## src/rtl/dr_ald_16bit_pipe.sv

```systemverilog
// dr_ald_16bit_pipe: 3-stage Mitchell log-subtraction approximate divider, Q16.8 quotient.
// Define DR_ALD_ROUND_EN to round right-shifted quotients half-up instead of truncating.
module dr_ald_16bit_pipe #(
  parameter int TRUNC_WIDTH = 6
) (
  input  logic        i_clk,
  input  logic        i_rst_n,
  input  logic        i_valid,
  output logic        o_ready,
  input  logic [15:0] i_a,
  input  logic [15:0] i_b,
  output logic        o_valid,
  input  logic        i_ready,
  output logic [23:0] o_q,
  output logic        o_dz
);
  localparam int TW = TRUNC_WIDTH;

  function automatic logic [3:0] lead_one(input logic [15:0] v);
    logic [3:0] k;
    k = 4'd0;
    for (int i = 0; i < 16; i++) begin
      if (v[i]) k = 4'(i);
    end
    return k;
  endfunction

  // Keeps the top TW-1 mantissa bits below the leading one and forces the LSB high.
  function automatic logic [TW-1:0] trunc_frac(input logic [15:0] v, input logic [3:0] k);
    logic [15:0] aligned;
    aligned = v << (4'd15 - k);
    return TW'({aligned >> (16 - TW), 1'b1});
  endfunction

  logic          s1_valid_q, s1_valid_d;
  logic [3:0]    s1_k1_q, s1_k1_d, s1_k2_q, s1_k2_d;
  logic [TW-1:0] s1_xt1_q, s1_xt1_d, s1_xt2_q, s1_xt2_d;
  logic          s1_az_q, s1_az_d, s1_bz_q, s1_bz_d;

  logic               s2_valid_q, s2_valid_d;
  logic [TW:0]        s2_m_q, s2_m_d;
  logic signed [6:0]  s2_shift_q, s2_shift_d;
  logic               s2_az_q, s2_az_d, s2_bz_q, s2_bz_d;

  logic        s3_valid_q, s3_valid_d;
  logic [23:0] s3_quo_q, s3_quo_d;
  logic        s3_dz_q, s3_dz_d;

  logic s1_free, s2_free, s3_free;
  logic [TW:0]  diff;
  logic [23:0]  m24, quo;
  logic [4:0]   rsh;

  assign s3_free = !s3_valid_q || i_ready;
  assign s2_free = !s2_valid_q || s3_free;
  assign s1_free = !s1_valid_q || s2_free;
  assign o_ready = s1_free;

  always_comb begin
    s1_valid_d = s1_valid_q;
    s1_k1_d    = s1_k1_q;
    s1_k2_d    = s1_k2_q;
    s1_xt1_d   = s1_xt1_q;
    s1_xt2_d   = s1_xt2_q;
    s1_az_d    = s1_az_q;
    s1_bz_d    = s1_bz_q;
    if (s1_free) begin
      s1_valid_d = i_valid;
      if (i_valid) begin
        s1_k1_d  = lead_one(i_a);
        s1_k2_d  = lead_one(i_b);
        s1_xt1_d = trunc_frac(i_a, lead_one(i_a));
        s1_xt2_d = trunc_frac(i_b, lead_one(i_b));
        s1_az_d  = (i_a == 16'd0);
        s1_bz_d  = (i_b == 16'd0);
      end
    end
  end

  // A borrow out of the mantissa subtraction moves one unit from the exponent.
  always_comb begin
    s2_valid_d = s2_valid_q;
    s2_m_d     = s2_m_q;
    s2_shift_d = s2_shift_q;
    s2_az_d    = s2_az_q;
    s2_bz_d    = s2_bz_q;
    diff       = {1'b0, s1_xt1_q} - {1'b0, s1_xt2_q};
    if (s2_free) begin
      s2_valid_d = s1_valid_q;
      if (s1_valid_q) begin
        s2_m_d     = {1'b1, diff[TW-1:0]};
        s2_shift_d = 7'(s1_k1_q) - 7'(s1_k2_q) - 7'(diff[TW]) + 7'(8 - TW);
        s2_az_d    = s1_az_q;
        s2_bz_d    = s1_bz_q;
      end
    end
  end

  always_comb begin
    m24 = 24'(s2_m_q);
    rsh = 5'(-s2_shift_q);
    if (!s2_shift_q[6]) begin
      quo = m24 << s2_shift_q[4:0];
    end else begin
      quo = m24 >> rsh;
`ifdef DR_ALD_ROUND_EN
      quo = quo + ((m24 >> (rsh - 5'd1)) & 24'd1);
`else
`endif
    end
  end

  always_comb begin
    s3_valid_d = s3_valid_q;
    s3_quo_d   = s3_quo_q;
    s3_dz_d    = s3_dz_q;
    if (s3_free) begin
      s3_valid_d = s2_valid_q;
      if (s2_valid_q) begin
        if (s2_bz_q) begin
          s3_quo_d = 24'hFFFFFF;
          s3_dz_d  = 1'b1;
        end else if (s2_az_q) begin
          s3_quo_d = 24'd0;
          s3_dz_d  = 1'b0;
        end else begin
          s3_quo_d = quo;
          s3_dz_d  = 1'b0;
        end
      end
    end
  end

  always_ff @(posedge i_clk or negedge i_rst_n) begin
    if (!i_rst_n) begin
      s1_valid_q <= 1'b0;
      s1_k1_q    <= '0;
      s1_k2_q    <= '0;
      s1_xt1_q   <= '0;
      s1_xt2_q   <= '0;
      s1_az_q    <= 1'b0;
      s1_bz_q    <= 1'b0;
      s2_valid_q <= 1'b0;
      s2_m_q     <= '0;
      s2_shift_q <= '0;
      s2_az_q    <= 1'b0;
      s2_bz_q    <= 1'b0;
      s3_valid_q <= 1'b0;
      s3_quo_q   <= '0;
      s3_dz_q    <= 1'b0;
    end else begin
      s1_valid_q <= s1_valid_d;
      s1_k1_q    <= s1_k1_d;
      s1_k2_q    <= s1_k2_d;
      s1_xt1_q   <= s1_xt1_d;
      s1_xt2_q   <= s1_xt2_d;
      s1_az_q    <= s1_az_d;
      s1_bz_q    <= s1_bz_d;
      s2_valid_q <= s2_valid_d;
      s2_m_q     <= s2_m_d;
      s2_shift_q <= s2_shift_d;
      s2_az_q    <= s2_az_d;
      s2_bz_q    <= s2_bz_d;
      s3_valid_q <= s3_valid_d;
      s3_quo_q   <= s3_quo_d;
      s3_dz_q    <= s3_dz_d;
    end
  end

  assign o_valid = s3_valid_q;
  assign o_q     = s3_quo_q;
  assign o_dz    = s3_dz_q;

endmodule
```

## config.mk

```make
export PLATFORM = sky130hd
export DESIGN_NAME = dr_ald_16bit_pipe
export DESIGN_NICKNAME = d
export VERILOG_FILES = /design/src/rtl/dr_ald_16bit_pipe.sv
export SDC_FILE = /design/constraint.sdc
export NUM_CORES = 1
export LEC_CHECK = 0
export ABC_AREA = 1
export CAP_MARGIN = 40
export CORE_MARGIN = 10
export CORE_UTILIZATION = 56
export DETAILED_ROUTE_END_ITERATION = 7
export GPL_TIMING_DRIVEN = 0
export PLACE_DENSITY = 0.81
export SLEW_MARGIN = 30
export SYNTH_ARGS = -nofsm -noshare
export SYNTH_HDL_FRONTEND = slang
export SYNTH_SLANG_ARGS = --single-unit
```

## constraint.sdc

```tcl
create_clock -name i_clk -period 2.3 [get_ports i_clk]
set_input_delay 0.46 -clock i_clk [delete_from_list [all_inputs] [get_ports i_clk]]
set_output_delay 0.46 -clock i_clk [all_outputs]
set_load 0.01 [all_outputs]
```

## Word level (Yosys, flattened, before mapping)

Index checks and enable logic that the tools add are counted.

| operators by class | value |
|---|---|
| add/sub/neg operators | 7 |
| shift-type cells | 4 |
| muxes and demuxes | 38 |
| reduce and logical (&&, ||, !) cells | 11 |

Operators with widths:

| cell | count |
|---|---|
| $mux W4 | 32 |
| $mux W24 | 3 |
| $logic_not A16 Y1 | 2 |
| $shl A16 B4 Y15 | 2 |
| $shl A7 B5 Y24 | 1 |
| $shr A7 B5 Y24 | 1 |
| $sub A4 B4 Y4 const A | 2 |
| $add A6 B3 Y7 const B | 1 |
| $sub A6 B6 Y7 | 1 |
| $reduce_and A2 Y1 | 3 |
| $sub A5 B2 Y6 | 1 |
| $neg A5 Y5 | 1 |
| $sub A4 B4 Y5 | 1 |
| $logic_not A1 Y1 | 3 |
| $logic_or A1 B1 Y1 | 3 |
| $mux W1 | 3 |

| storage, ports and cells | value |
|---|---|
| flip-flop bits (word level) | 66 |
| input port bits | 36 |
| output and inout bits | 27 |
| logic and storage cells | 75 |

## Longest topological paths before layout

| logic depth | value |
|---|---|
| depth in word-level cells | 19 |
| depth in mapped cells | 23 |

## Least setup slack after synthesis

Ideal clock, no wire load.

| path | value |
|---|---|
| kind | register -> register |
| from | register s1_xt1_q[2] |
| to | register s2_shift_q[4] |
| library setup time | 87 ps |
| arrival time | 1965 ps |
| required time | 2213 ps |
| setup slack | 248 ps |
| stages on the path, launching flop included | 13 |
| buffers on the path | 0 |
| path through | dfrtp_1 ha_1 nand2_1 o21ai_0 nand2_1 nand2_1 a21oi_1 ha_1 inv_1 ha_1 nand3_1 or2_2 a22oi_1 |

| on the way | value |
|---|---|
| word-level cells in the longest chain between the ends | 3 |

RTL lines:

| element | line | source |
|---|---|---|
| from (decl) | 37 | `logic [TW-1:0] s1_xt1_q, s1_xt1_d, s1_xt2_q, s1_xt2_d;` |
| from (signal assigned) | 155 | `s1_xt1_q <= s1_xt1_d;` |
| $sub A6 B6 Y7 | 87 | `diff = {1'b0, s1_xt1_q} - {1'b0, s1_xt2_q};` |
| $sub A5 B2 Y6 | 92 | `s2_shift_d = 7'(s1_k1_q) - 7'(s1_k2_q) - 7'(diff[TW]) + 7'(8 - TW);` |
| $add A6 B3 Y7 | 92 |  |
| to (signal assigned) | 161 | `s2_shift_q <= s2_shift_d;` |
| to (decl) | 42 | `logic signed [6:0] s2_shift_q, s2_shift_d;` |

Every way passes these cells.
A chain may end at the register's enable or synchronous reset.

## Worst setup path in the final report

| path | value |
|---|---|
| from | input i_ready |
| to | output o_ready |

| on the way | value |
|---|---|
| word-level cells in the longest chain between the ends | 3 |

RTL lines:

| element | line | source |
|---|---|---|
| from (decl) | 13 | `input logic i_ready,` |
| $logic_or A1 B1 Y1 | 54 | `assign s3_free = !s3_valid_q \|\| i_ready;` |
| $logic_or A1 B1 Y1 | 55 | `assign s2_free = !s2_valid_q \|\| s3_free;` |
| $logic_or A1 B1 Y1 | 56 | `assign s1_free = !s1_valid_q \|\| s2_free;` |
| to (decl) | 9 | `output logic o_ready,` |

Every way passes these cells.

==> results.cfg <==
[yosys]
synth_area_leaders = dfrtp_1, nand2_1, nand3_1
ys_warn_count = 0
syn_nets = 786
syn_area_per_cell_sq_um = 6.45
synth_ff_type = dfrtp_1
synth_top_area_frac = 0.328
synth_largest_area_cell = dfrtp_1
ys_types = 41
ys_seq_elements = 62
postSynthCellCount = 734
async_reset_ff_frac = 1.00
syn_area_sq_um = 4730
synth_edf_count = 0
ys_seq_area_frac = 0.328

[clocking]
clock_latency_ns = 0.35
cts_tree = yes
cts.clk_slew.worst_paths_ns = 0.08
htree_levels = 3
cts_sinks = 62
cts_buffer_depth = 2
root_buffer = clkbuf_8
numCtsBuffers = 9

[timing]
slew_headroom = 0.667
skew_ns = 0.0115
timing.final.ws_setup_ns = 0.106
fmax_mhz = 456
slew_viol_final = 0
finalSetupViolCount = 0
min_period_over_period = 0.954
fin_crit_ns = 2.19
finalHoldWorstSlack_ns = 0.0318
hold_violations = 0
tightest_slew_ns = 0.496

[floorplan]
initial_core_util = 0.576
die_area_sq_um = 12500
fp.dieW_microns = 112
coreArea_sq_um = 8220
chipHeight_microns = 112
io_pins = 63
row_count = 33

[worst_setup_path]
cp.arrival_ns = 1.73
cp_top_family = buffers and inverters
cp_num_buf_inv = 3
end_kind = output port
cp_cell_sequence = clkdlybuf4s50_1 > inv_1 > nand2_1 > nor2_1 > nand2_1 > clkdlybuf4s50_1
cp.required_ns = 1.84
crit_slowest_cell = clkdlybuf4s50_1
cpPeakStageDelay_ns = 0.55
cp_max_fo = 3
crit_type = in -> out
crit_path_start_kind = input pin

[cells_and_area]
drive_above_1_share = 0.0712
area_growth_pct = 22.9
postLayoutCoreUtil = 0.707
layout.nets = 862
diodes = 0

[global_routing]
grt_max_degree = 33
grt_pass1_vias = 5070
grt_use_total = 0.210
antenna_found_initial = 0
overflow = 0
grt_pass1_wl_microns = 22700

[placed_design]
dp_slack_ns = -0.324
io_buffers = 62
place_congestion = 0.941
dp_hpwl_microns = 10800

[routing]
drc = 0
wl_per_cell_microns = 14.8
viasPerCell = 5.61
num_vias = 5163
first_pass_iters = 5
wl_microns = 13600
drtIter0Drc = 296
postRouteAntennaNets = 0

[pwr]
p_per_area_nw_per_um2 = 998
p_leak_nw = 2.95
ir_drop_uv = 469

[hold_path]
min_path_type = in -> async

[job]
max-cap-violations = 0

[status]
status = completed
## final cells by class
| type | instances | area, sq um |
|---|---|---|
| sequential | 62 | 1550 |
| inverter | 95 | 357 |
| clock inverter | 7 | 50.0 |
| fill | 757 | 2400 |
| clock buffer | 9 | 124 |
| multi-input combinational | 553 | 2790 |
| timing repair buffer | 65 | 676 |
| buffer | 24 | 135 |
| tap | 105 | 131 |
## path summary, 6_finish.rpt
| check | to | slack, ns | startpoint | cells after the start |
|---|---|---|---|---|
| min in group i_clk | o_dz | 0.49 | o_dz | 2 |
| max in group asynchronous | s1_k2_q[0] | 1.76 | i_rst_n | 2 |
| worst min-delay path | o_q[15] | 0.03 | i_rst_n | 1 |
| worst max-delay path | o_ready | 0.11 | i_ready | 6 |
| worst max register to register | s2_shift_q[4] | 0.16 | s1_xt2_q[2] | 13 |
| worst min register to register | o_dz | 0.49 | o_dz | 2 |
## registers in the layout (all words and copies together), names as in the netlist
register,flops
s1_bz_q,1
s2_m_q,6
s2_bz_q,1
s2_shift_q,6
s1_k1_q,4
o_q,24
s2_az_q,1
s1_k2_q,4
s1_xt1_q,5
s1_az_q,1
o_valid,1
s1_valid_q,1
s1_xt2_q,5
s2_valid_q,1
o_dz,1
## where the power goes
| part | internal (mW) | switching [mW] |
|---|---|---|
| registers | 1.43 | 0.210 |
| logic | 1.27 | 2.02 |
| clock network | 0.392 | 0.471 |
| total | 3.09 | 2.70 |
## routing by layer
layer  wire length (microns)  track usage  part of all wire  vias to the layer above
li1                        -            -                 -                     2550
met1                    5560        0.231              0.41                     2371
met2                    6810        0.372              0.50                      188
met3                     685       0.0456             0.050                       54
met4                     589        0.106             0.043                        0
met5                       0            0                 0                        -
## cell usage in the layout (no fill, tap or decap), drive strengths merged, types with 2 or more instances in the layout
cell type,count
clkinvlp,3
dlymetal6s2s,9
o211ai,11
clkbuf,27
a31oi,6
a21oi,21
nor4,3
xnor2,4
o21a,2
or2,4
nor3,9
nor2,74
nand4,3
nand2,225
clkdlybuf4s50,52
a22oi,2
clkinv,7
dfrtp,62
xor2,4
o21ai,53
nand3,105
o311ai,3
inv,92
ha,15
buf,10
## stage by stage
| stage | instance area, sq um | setup TNS, ns | total power [mW] | cells |
|---|---|---|---|---|
| after detailed placement | 5500 | -4.11 | 4.80 | 902 |
| after CTS | 5670 | 0 | 5.67 | 918 |
| after global placement | 5480 | -72.11 | 4.69 | 901 |
| final | 5810 | 0 | 5.80 | 920 |
| after floorplan | 4730 | 0 | 3.66 | 734 |
| after global routing | 5810 | -0.00490 | 6.27 | 920 |
## what timing repair did
item	4_1_cts	5_1_grt
hold buffers	0	0
pin swaps	0	5
resized for setup	1	33
endpoints found under the setup margin	2	20
setup buffers	0	2
## cell usage after synthesis (2+ instances only)
master,instances
a21oi_1,21
a22oi_1,2
a31oi_1,6
buf_2,3
buf_6,3
clkbuf_1,17
clkinv_1,4
dfrtp_1,62
ha_1,15
inv_1,88
inv_2,3
nand2_1,218
nand2_2,3
nand2_4,4
nand3_1,103
nand3_2,2
nand4_1,3
nor2_1,73
nor3_1,9
nor4_1,3
o211ai_1,11
o21a_1,2
o21ai_0,48
o21ai_1,5
o311ai_0,2
or2_2,3
xnor2_1,4
xor2_1,4
## kinds of logic after synthesis
logic type,synth area share
fa+ha+maj,0.0439
buf+inv,0.102
xor+xnor,0.0148
compound gates,0.129
flops,0.328
simple gates,0.382
(Power assumes the default switching activity.)
